==> src/rtl/spi_master_mc_if.sv <==
// Command/response bundle between the AXI4-to-SPI bridge and spi_master_mc.
// "master" is the bridge side issuing word commands and consuming responses;
// "slave" is the SPI engine side accepting commands and producing responses.
interface spi_master_mc_if #(
    parameter int DATA_WIDTH = 32,
    parameter int CS_IDX_W   = 2,
    parameter int DIV_WIDTH  = 8
);
    logic                  cmd_valid;
    logic                  cmd_ready;
    logic [CS_IDX_W-1:0]   cmd_cs;
    logic                  cmd_cpol;
    logic                  cmd_cpha;
    logic [DIV_WIDTH-1:0]  cmd_div;
    logic                  cmd_last;
    logic [DATA_WIDTH-1:0] cmd_wdata;
    logic                  rsp_valid;
    logic [DATA_WIDTH-1:0] rsp_rdata;
    logic                  rsp_err;

    modport master (
        output cmd_valid, cmd_cs, cmd_cpol, cmd_cpha, cmd_div, cmd_last, cmd_wdata,
        input  cmd_ready, rsp_valid, rsp_rdata, rsp_err
    );

    modport slave (
        input  cmd_valid, cmd_cs, cmd_cpol, cmd_cpha, cmd_div, cmd_last, cmd_wdata,
        output cmd_ready, rsp_valid, rsp_rdata, rsp_err
    );
endinterface

==> src/rtl/spi_master_mc.sv <==
// Multi-slave SPI master: one word per command, per-command mode and divider,
// optional chaining of words under a held chip select.
// Optional feature macro: SPI_MC_LOOPBACK_EN -- when defined the receive
// sampler reads the internal MOSI register instead of the spi_miso pad.
module spi_master_mc #(
    parameter int DATA_WIDTH = 32,
    parameter int NUM_CS     = 4,
    parameter int CS_IDX_W   = 2,
    parameter int DIV_WIDTH  = 8
) (
    input  logic              clk,
    input  logic              rst_n,
    spi_master_mc_if.slave    bus,
    output logic              busy,
    output logic              spi_sclk,
    output logic [NUM_CS-1:0] spi_cs_n,
    output logic              spi_mosi,
    input  logic              spi_miso
);
    localparam int EDGE_W = $clog2(2 * DATA_WIDTH + 1);
    localparam logic [EDGE_W-1:0] EDGE_LAST = EDGE_W'(2 * DATA_WIDTH);

    typedef enum logic [2:0] {IDLE, SETUP, SHIFT, HOLD, CHAIN, GAP} state_t;

    state_t                state;
    logic [DIV_WIDTH-1:0]  div_q;
    logic [DIV_WIDTH-1:0]  cnt;
    logic [EDGE_W-1:0]     edge_cnt;
    logic                  cpol_q;
    logic                  cpha_q;
    logic                  last_q;
    logic [DATA_WIDTH-1:0] tx_q;
    logic [DATA_WIDTH-1:0] rx_q;
    logic                  ready_q;
    logic                  rsp_valid_q;
    logic                  rsp_err_q;
    logic [DATA_WIDTH-1:0] rsp_rdata_q;

    logic                  cnt_done;
    logic                  accept;
    logic                  cs_ok;
    logic [NUM_CS-1:0]     cs_sel_n;
    logic                  lead_edge;
    logic                  sample_now;
    logic                  edge_tick;
    logic                  sample_bit;

    assign bus.cmd_ready = ready_q;
    assign bus.rsp_valid = rsp_valid_q;
    assign bus.rsp_err   = rsp_err_q;
    assign bus.rsp_rdata = rsp_rdata_q;

`ifdef SPI_MC_LOOPBACK_EN
    logic unused_miso;
    assign unused_miso = spi_miso;
    assign sample_bit  = spi_mosi;
`else
    assign sample_bit  = spi_miso;
`endif

    assign cnt_done = (cnt == div_q);
    assign accept   = bus.cmd_valid && ready_q;
    assign cs_ok    = (int'(bus.cmd_cs) < NUM_CS);

    // The SETUP exit is SCLK edge 0 (always leading); inside SHIFT an even
    // edge count means the next edge is leading. Mode 0 samples on leading,
    // mode 1 on trailing, so sampling is simply leading XOR cpha.
    assign lead_edge  = (state == SETUP) ? 1'b1 : ~edge_cnt[0];
    assign sample_now = lead_edge ^ cpha_q;
    assign edge_tick  = cnt_done &&
                        ((state == SETUP) || ((state == SHIFT) && (edge_cnt != EDGE_LAST)));

    // Active-low one-hot decode of the requested chip select.
    always_comb begin
        for (int i = 0; i < NUM_CS; i++) begin
            cs_sel_n[i] = (int'(bus.cmd_cs) != i);
        end
    end

    // Transfer sequencer: command acceptance, SCLK generation, shifting and response.
    always_ff @(posedge clk or negedge rst_n) begin
        if (!rst_n) begin
            state       <= IDLE;
            div_q       <= '0;
            cnt         <= '0;
            edge_cnt    <= '0;
            cpol_q      <= 1'b0;
            cpha_q      <= 1'b0;
            last_q      <= 1'b0;
            tx_q        <= '0;
            rx_q        <= '0;
            ready_q     <= 1'b1;
            rsp_valid_q <= 1'b0;
            rsp_err_q   <= 1'b0;
            rsp_rdata_q <= '0;
            busy        <= 1'b0;
            spi_sclk    <= 1'b0;
            spi_cs_n    <= '1;
            spi_mosi    <= 1'b0;
        end else begin
            rsp_valid_q <= 1'b0;

            if (edge_tick) begin
                spi_sclk <= ~spi_sclk;
                edge_cnt <= edge_cnt + EDGE_W'(1);
                if (sample_now) begin
                    rx_q <= {rx_q[DATA_WIDTH-2:0], sample_bit};
                end else begin
                    spi_mosi <= tx_q[DATA_WIDTH-1];
                    tx_q     <= tx_q << 1;
                end
            end

            case (state)
                IDLE: begin
                    if (accept) begin
                        if (cs_ok) begin
                            spi_cs_n <= cs_sel_n;
                            spi_sclk <= bus.cmd_cpol;
                            cpol_q   <= bus.cmd_cpol;
                            cpha_q   <= bus.cmd_cpha;
                            div_q    <= bus.cmd_div;
                            last_q   <= bus.cmd_last;
                            if (!bus.cmd_cpha) begin
                                spi_mosi <= bus.cmd_wdata[DATA_WIDTH-1];
                                tx_q     <= bus.cmd_wdata << 1;
                            end else begin
                                tx_q     <= bus.cmd_wdata;
                            end
                            cnt      <= '0;
                            edge_cnt <= '0;
                            ready_q  <= 1'b0;
                            busy     <= 1'b1;
                            state    <= SETUP;
                        end else begin
                            rsp_valid_q <= 1'b1;
                            rsp_err_q   <= 1'b1;
                            rsp_rdata_q <= '0;
                        end
                    end
                end

                CHAIN: begin
                    if (!ready_q) begin
                        ready_q <= 1'b1;
                    end else if (accept) begin
                        div_q  <= bus.cmd_div;
                        last_q <= bus.cmd_last;
                        if (!cpha_q) begin
                            spi_mosi <= bus.cmd_wdata[DATA_WIDTH-1];
                            tx_q     <= bus.cmd_wdata << 1;
                        end else begin
                            tx_q     <= bus.cmd_wdata;
                        end
                        cnt      <= '0;
                        edge_cnt <= '0;
                        ready_q  <= 1'b0;
                        state    <= SETUP;
                    end
                end

                SETUP: begin
                    if (cnt_done) begin
                        cnt   <= '0;
                        state <= SHIFT;
                    end else begin
                        cnt <= cnt + DIV_WIDTH'(1);
                    end
                end

                SHIFT: begin
                    if (cnt_done) begin
                        cnt <= '0;
                        if (edge_cnt == EDGE_LAST) begin
                            state <= HOLD;
                        end
                    end else begin
                        cnt <= cnt + DIV_WIDTH'(1);
                    end
                end

                HOLD: begin
                    if (cnt_done) begin
                        cnt         <= '0;
                        rsp_valid_q <= 1'b1;
                        rsp_err_q   <= 1'b0;
                        rsp_rdata_q <= rx_q;
                        if (last_q) begin
                            spi_cs_n <= '1;
                            state    <= GAP;
                        end else begin
                            state    <= CHAIN;
                        end
                    end else begin
                        cnt <= cnt + DIV_WIDTH'(1);
                    end
                end

                GAP: begin
                    if (cnt_done) begin
                        cnt     <= '0;
                        ready_q <= 1'b1;
                        busy    <= 1'b0;
                        state   <= IDLE;
                    end else begin
                        cnt <= cnt + DIV_WIDTH'(1);
                    end
                end

                default: begin
                    state <= IDLE;
                end
            endcase
        end
    end

    // cpol is retained for the chained words so the idle level cannot change under CS.
    logic unused_cpol;
    assign unused_cpol = cpol_q;
endmodule
==> src/flat_wrapper.sv <==
// flat-port wrapper written by rule: the top's interface ports become plain ports
module spi_master_mc_flat 
#(
    parameter int DATA_WIDTH = 32,
    parameter int NUM_CS     = 4,
    parameter int CS_IDX_W   = 2,
    parameter int DIV_WIDTH  = 8
)
  (clk, rst_n, busy, spi_sclk, spi_cs_n, spi_mosi, spi_miso, bus_cmd_valid, bus_cmd_cs, bus_cmd_cpol, bus_cmd_cpha, bus_cmd_div, bus_cmd_last, bus_cmd_wdata, bus_cmd_ready, bus_rsp_valid, bus_rsp_rdata, bus_rsp_err);
  spi_master_mc_if #(.DATA_WIDTH(DATA_WIDTH), .CS_IDX_W(CS_IDX_W), .DIV_WIDTH(DIV_WIDTH)) bus_i ();
  input  logic clk;
  input  logic rst_n;
  output logic busy;
  output logic spi_sclk;
  output logic [NUM_CS-1:0] spi_cs_n;
  output logic spi_mosi;
  input  logic spi_miso;
  input wire logic [$bits(bus_i.cmd_valid)-1:0] bus_cmd_valid;
  input wire logic [$bits(bus_i.cmd_cs)-1:0] bus_cmd_cs;
  input wire logic [$bits(bus_i.cmd_cpol)-1:0] bus_cmd_cpol;
  input wire logic [$bits(bus_i.cmd_cpha)-1:0] bus_cmd_cpha;
  input wire logic [$bits(bus_i.cmd_div)-1:0] bus_cmd_div;
  input wire logic [$bits(bus_i.cmd_last)-1:0] bus_cmd_last;
  input wire logic [$bits(bus_i.cmd_wdata)-1:0] bus_cmd_wdata;
  output wire logic [$bits(bus_i.cmd_ready)-1:0] bus_cmd_ready;
  output wire logic [$bits(bus_i.rsp_valid)-1:0] bus_rsp_valid;
  output wire logic [$bits(bus_i.rsp_rdata)-1:0] bus_rsp_rdata;
  output wire logic [$bits(bus_i.rsp_err)-1:0] bus_rsp_err;
  assign bus_i.cmd_valid = bus_cmd_valid;
  assign bus_i.cmd_cs = bus_cmd_cs;
  assign bus_i.cmd_cpol = bus_cmd_cpol;
  assign bus_i.cmd_cpha = bus_cmd_cpha;
  assign bus_i.cmd_div = bus_cmd_div;
  assign bus_i.cmd_last = bus_cmd_last;
  assign bus_i.cmd_wdata = bus_cmd_wdata;
  assign bus_cmd_ready = bus_i.cmd_ready;
  assign bus_rsp_valid = bus_i.rsp_valid;
  assign bus_rsp_rdata = bus_i.rsp_rdata;
  assign bus_rsp_err = bus_i.rsp_err;
  spi_master_mc #(.DATA_WIDTH(DATA_WIDTH), .NUM_CS(NUM_CS), .CS_IDX_W(CS_IDX_W), .DIV_WIDTH(DIV_WIDTH)) u_core (.clk(clk), .rst_n(rst_n), .bus(bus_i), .busy(busy), .spi_sclk(spi_sclk), .spi_cs_n(spi_cs_n), .spi_mosi(spi_mosi), .spi_miso(spi_miso));
endmodule
==> config.mk <==
export PLATFORM = sky130hd
export DESIGN_NAME = spi_master_mc_flat
export DESIGN_NICKNAME = d
export VERILOG_FILES = /design/src/rtl/spi_master_mc_if.sv /design/src/rtl/spi_master_mc.sv /design/src/flat_wrapper.sv
export SDC_FILE = /design/constraint.sdc
export NUM_CORES = 1
export LEC_CHECK = 0
export ABC_CLOCK_PERIOD_IN_PS = 7340
export CAP_MARGIN = 20
export CORE_ASPECT_RATIO = 1.25
export CORE_UTILIZATION = 50
export DETAILED_ROUTE_END_ITERATION = 16
export PLACE_DENSITY = 0.74
export SYNTH_ARGS = -nofsm -noshare
export SYNTH_HDL_FRONTEND = slang
export SYNTH_SLANG_ARGS = --single-unit
==> constraint.sdc <==
create_clock -name clk -period 7.34 [get_ports clk]
set_input_delay 0.734 -clock clk [delete_from_list [all_inputs] [get_ports clk]]
set_output_delay 0.734 -clock clk [all_outputs]
set_load 0.005 [all_outputs]
* Yosys cells after proc, flatten, opt, wreduce, memory -nomap -nowiden
Index checks and enable logic that the tools add are counted.
W data, S select, Z words.
** Storage, ports and cells
- Register bits after elaboration :: 133
- Input port bits :: 49
** Cells by class
- $add $sub $neg :: 2
- Equal/unequal tests :: 19
- Multiplexer cells :: 57
- Bitwise gates (word level) :: 3
- Reductions and logical operators :: 21
** Operators by type and width (number)
- $mux W32 :: 7
- $pmux W32 S2 :: 1
- $mux W8 :: 5
- $pmux W8 S3 :: 1
- $mux W1 :: 22
- $mux W3 :: 7
- $mux W7 :: 3
- $pmux W3 S6 :: 1
- $ne A2 B1 Y1 const B :: 8
- $pmux W8 S2 :: 1
- $pmux W7 S2 :: 1
- $mux W4 :: 3
- $reduce_and A2 Y1 :: 5
- $add A8 B1 Y8 const B :: 1
- $eq A8 B8 Y1 :: 1
- $pmux W4 S2 :: 1
- $reduce_bool A2 Y1 :: 4
- $add A7 B1 Y7 const B :: 1
- $eq A7 B7 Y1 const B :: 1
- $ne A7 B7 Y1 const B :: 1
- $eq A3 B2 Y1 const B :: 2
- $eq A3 B3 Y1 const B :: 2
- $ne A2 B2 Y1 const B :: 3
- $pmux W1 S2 :: 3
- 12 further kinds :: 17

* Depth between registers and ports, before layout
- Depth in word-level cells :: 9
- Mapped depth :: 9
- Depth with buffers taken out :: 7

* Least setup slack after synthesis
OpenSTA, ideal clock, no wires.
- Path kind :: register -> register
- From :: register u_core.edge_cnt[0]
- To :: register u_core.spi_mosi
- Setup time :: 125 ps
- Data arrival time :: 2209 ps
- Data required time :: 7215 ps
- Slack :: 5007 ps
- Cell stages (with the launch flop) :: 9
- Path buffers :: 1
- Path through :: dfrtp_1 > inv_1 > ha_1 > nor4bb_1 > a2111oi_4 > o2111ai_1 > buf_2 > mux2_2 > mux2_2
** On the way
- Longest elaborated chain between the ends :: 9
- Elaborated cells on any way between the ends :: 15
- Those cells by class :: eq/ne (1); mux (9); bitwise (2); reduce/logical (3)
** RTL lines
- start: declaration :: line spi_master_mc.sv:28 : logic [EDGE_W-1:0] edge_cnt;
- start signal: assignment :: line spi_master_mc.sv:105 : edge_cnt <= edge_cnt + EDGE_W'(1);
- $ne A7 B7 Y1 or $not A1 Y1 (tied branches) :: line spi_master_mc.sv:71, spi_master_mc.sv:68
- $logic_and A1 B1 Y1 or $mux W1 (tied branches) :: line spi_master_mc.sv:71, spi_master_mc.sv:68
- $logic_or A1 B1 Y1 or $xor A1 B1 Y1 (tied branches) :: line spi_master_mc.sv:71, spi_master_mc.sv:69
- $logic_and A1 B1 Y1 or $mux W1 (tied branches) :: line spi_master_mc.sv:70, spi_master_mc.sv:106
- $mux W1 (*) :: line spi_master_mc.sv:103 : if (edge_tick) begin
- $mux W1 :: line spi_master_mc.sv:149 : if (!cpha_q) begin
- $mux W1 :: line spi_master_mc.sv:146 : end else if (accept) begin
- $mux W1 :: line spi_master_mc.sv:144 : if (!ready_q) begin
- $pmux W1 S2 (*) :: line spi_master_mc.sv:114 : case (state)
- end signal: assignment :: line spi_master_mc.sv:109 : spi_mosi <= tx_q[DATA_WIDTH-1];
- end signal: assignment :: line spi_master_mc.sv:125 : spi_mosi <= bus.cmd_wdata[DATA_WIDTH-1];
- end signal: assignment :: line spi_master_mc.sv:150 : spi_mosi <= bus.cmd_wdata[DATA_WIDTH-1];
- end: declaration :: line spi_master_mc.sv:17 : output logic spi_mosi,
Mark *: on every way between the ends. The rest lies on a longest branch, timed or not.
A chain may end at the register's enable or synchronous reset.

* Final worst setup path
- From :: register u_core.state[1]
- To :: register u_core.rx_q[8]
** On the way
- Longest elaborated chain between the ends :: 5
- Elaborated cells on any way between the ends :: 8
- Those cells by class :: eq/ne (2); mux (1); bitwise (1); reduce/logical (4)
** RTL lines
- start: declaration :: line spi_master_mc.sv:25 : state_t state;
- start signal: assignment :: line spi_master_mc.sv:83 : state <= IDLE;
- start signal: assignment :: line spi_master_mc.sv:134 : state <= SETUP;
- start signal: assignment :: line spi_master_mc.sv:158 : state <= SETUP;
- $eq A3 B2 Y1 :: line spi_master_mc.sv:71 : ((state == SETUP) || ((state == SHIFT) && (edge_cnt != EDGE_LAST)));
- $logic_and A1 B1 Y1 :: line spi_master_mc.sv:71
- $logic_or A1 B1 Y1 :: line spi_master_mc.sv:71
- $logic_and A1 B1 Y1 :: line spi_master_mc.sv:70 : assign edge_tick = cnt_done &&
- $reduce_and A2 Y1 (no source line) (*)
- end signal: assignment :: line spi_master_mc.sv:107 : rx_q <= {rx_q[DATA_WIDTH-2:0], sample_bit};
- end: declaration :: line spi_master_mc.sv:33 : logic [DATA_WIDTH-1:0] rx_q;
Marked as above.

==> run summary <==
worst stage delay on the critical path -> 1010 ps
n_diodes -> 0
Slew headroom -> 23.4%
Synthesized Nets -> 661
CTS max path bufs -> 2
Crit Path Class -> reg -> reg
total grt overflow -> 0
Ports -> 91
max cap viols -> 0
fin cells -> 870
Starting Density -> 51.5%
Cell Area, Synth -> 6840 um2
CTS tree -> yes
leak pwr -> 3.77 nW
Tightest Pin Transition -> 1150 ps
largest net degree at the start of global routing -> 79
cell taking the most area after synthesis -> dfrtp_1
Ys Warns -> 0
CTS Root Cell -> clkbuf_16
# fillers -> 1,060
routed wire length -> 15,800 um
nature of the critical path endpoint -> flip-flop
peak supply drop -> 0.000124 V
vias -> 5,141
HP Class -> in -> async
Chip Height -> 133 um
Tcrit/Tclk final -> 45.8%
detailed placement HPWL -> 10,600 um
Clk Latency, worst-skew pair -> 410 ps
number of hold buffers added after cts -> 0
Fin. Hold Viols -> 0
RSZ-0062 raised after global routing -> false
first-pass GRT wire length -> 26,200 um
vias per inst -> 5.91
most common flop cell mapped by yosys -> dfrtp_1
Clock Skew -> 9.49 ps
setup TNS -> 0 ps
CP Launch Type -> flip-flop
synth-to-layout area growth -> 23.0%
share of layout cells above drive strength 1 -> 18.5%
Worst Path Max Fanout -> 32
clock-pin slew on the worst setup and hold paths -> 60 ps
syn_area_per_cell -> 11.2 um2
num rows -> 47
sequential area share after synthesis -> 48.7%
vias in the first global route -> 5,118
fin crit period -> 3370 ps
CTS Sinks -> 133
CTS HTree Levels -> 4
core footprint -> 13,300 um2
Final Max Tran Viols -> 0
Num CTS Buffers -> 17
Avg WL per Cell -> 18.1 um
nets -> 738
Mapped Cells -> 609
Synth top area share -> 46.8%
PD cells -> 195 nW/um2
Fmax -> 297 MHz
top cells by area, synth -> dfrtp_1 47%, mux2i_1 7.9%, mux2_2 6.7%, mux2_4 6.6%, a21oi_1 3.2%
global-route usage over all layers -> 23.7%
arrival time at the worst endpoint -> 3660 ps
Slowest cell on crit path -> or3_2
IO buf count -> 89
status -> completed
Die W -> 107 um
antenna violations before repair -> 0
flops & latches, synth -> 133
Final GP Congestion -> 0.810
Post-CTS Resized -> 0
First DRT Iteration DRCs -> 398
number of distinct library cells after synthesis -> 57
# setup viols final -> 0
buffers plus inverters on the worst setup path -> 0
Routed Antenna Nets -> 0
crit-path cells -> nor2_2 -> a2111oi_4 -> nand3_2 -> or3_2 -> mux2_4
dpl cells -> 838
number of synthesized flops with an enable pin -> 0
Worst Path Required -> 7630 ps
remaining routing DRC violations -> 0
Detailed Routing Iterations Pass 1 -> 5
ys async rst share -> 100%
die area -> 14,200 um2
Post-CTS Setup Bufs -> 0
crit-path leading delay family -> simple AND/OR/NAND/NOR gates
-- through the flow --
stage / total power [mW] / utilization (%) / setup WS (ps) / hold slack [ps] / area, um2
finish: 1.64 / 63.3 / 3970 / 378 / 8410
global route: 1.69 / 63.3 / 3840 / 438 / 8410
global placement: 0.821 / 58.9 / 4130 / 469 / 7830
detailed placement: 0.822 / 58.9 / 4010 / 487 / 7830
CTS: 1.65 / 63.3 / 4000 / 407 / 8410
floorplan: 0.770 / - / 5010 / 438 / 6840
-- worst paths after layout --
check	startpoint	to	slack (ps)	cells after the start
max	u_core.state[1]	u_core.rx_q[8]	3970	5
min	rst_n	u_core.bus.rsp_rdata[22]	380	1
max in group asynchronous	rst_n	u_core.rx_q[18]	5530	2
min reg2reg	u_core.bus.cmd_ready	u_core.bus.cmd_ready	490	2
min in group clk	u_core.bus.cmd_ready	u_core.bus.cmd_ready	490	2
max reg2reg	u_core.state[1]	u_core.rx_q[8]	3970	5
-- state kept, by name, summed over array words and instances (netlist names), 3 cells and up --
| register | flops |
|---|---|
| u_core.bus.rsp_rdata | 32 |
| u_core.cnt | 8 |
| u_core.div_q | 8 |
| u_core.edge_cnt | 7 |
| u_core.rx_q | 32 |
| u_core.spi_cs_n | 4 |
| u_core.state | 3 |
| u_core.tx_q | 32 |
-- final cells by class --
class / instances / area (um2) / area share (%)
Tap cell: 171 / 214 / 2.54
Inverter: 7 / 26.3 / 0.312
Clock inverter: 14 / 151 / 1.80
Sequential cell: 133 / 3330 / 39.6
Multi-Input combinational cell: 430 / 3310 / 39.3
Clock buffer: 18 / 429 / 5.10
Timing Repair Buffer: 97 / 948 / 11.3
-- layer usage --
metal | up-vias | routed length [um] | track usage, % | share of wire [%]
li1 | 2383 | - | - | -
met1 | 2507 | 6790 | 31.9 | 43
met4 | 0 | 359 | 9.51 | 2.3
met3 | 41 | 902 | 4.38 | 5.7
met5 | - | 0 | 0 | 0
met2 | 210 | 7730 | 37.8 | 49
-- cell usage after synthesis, types with 6 or more instances --
library cell	number
dfrtp_1	128
mux2i_1	54
nand2_1	52
a21oi_1	44
mux2_2	41
mux2_4	30
nor2_1	25
nor2b_1	21
nor3_1	21
a211oi_1	19
clkbuf_1	16
o21ai_0	15
buf_2	12
xnor2_1	12
o22ai_1	9
o32ai_1	9
inv_1	7
a22oi_1	6
nand3_1	6
-- cell usage in the layout (no fill, tap or decap), drive strengths merged, types with 4 or more instances in the layout --
master           n
nor2b           21
or3              5
xnor2           12
o21ai           16
clkdlybuf4s50   88
o31ai            5
nand3            7
o22ai            9
o32ai            9
mux2i           54
dfstp            5
clkbuf          18
clkinv           7
a211oi          19
nand2           52
nor3            22
o221ai           4
a21oi           44
dfrtp          128
mux2            71
buf              9
a22oi            6
inv             10
o211ai           4
o21a             4
nor2            25
-- power breakdown --
group	internal [mW]	leakage [nW]	switching, mW	total [mW]
registers	0.734	1.60	0.000221	0.734
clock network	0.503	0.281	0.327	0.829
logic	0.0337	1.88	0.0410	0.0747
total	1.27	3.77	0.368	1.64
-- cell families (layout without fill, tap and decap cells) --
kind of cell / after synthesis / count (layout) / synth area share, %
fa+ha+maj: 3 / 3 / 0.549
simple gates: 152 / 152 / 11.1
other cells: 1 / 1 / 0.0548
buf+inv: 46 / 136 / 3.35
flops: 133 / 133 / 48.7
mux: 125 / 125 / 21.2
xor+xnor: 15 / 15 / 1.92
compound gates: 134 / 134 / 13.1
No activity file was read; power rests on OpenSTA's default activity.
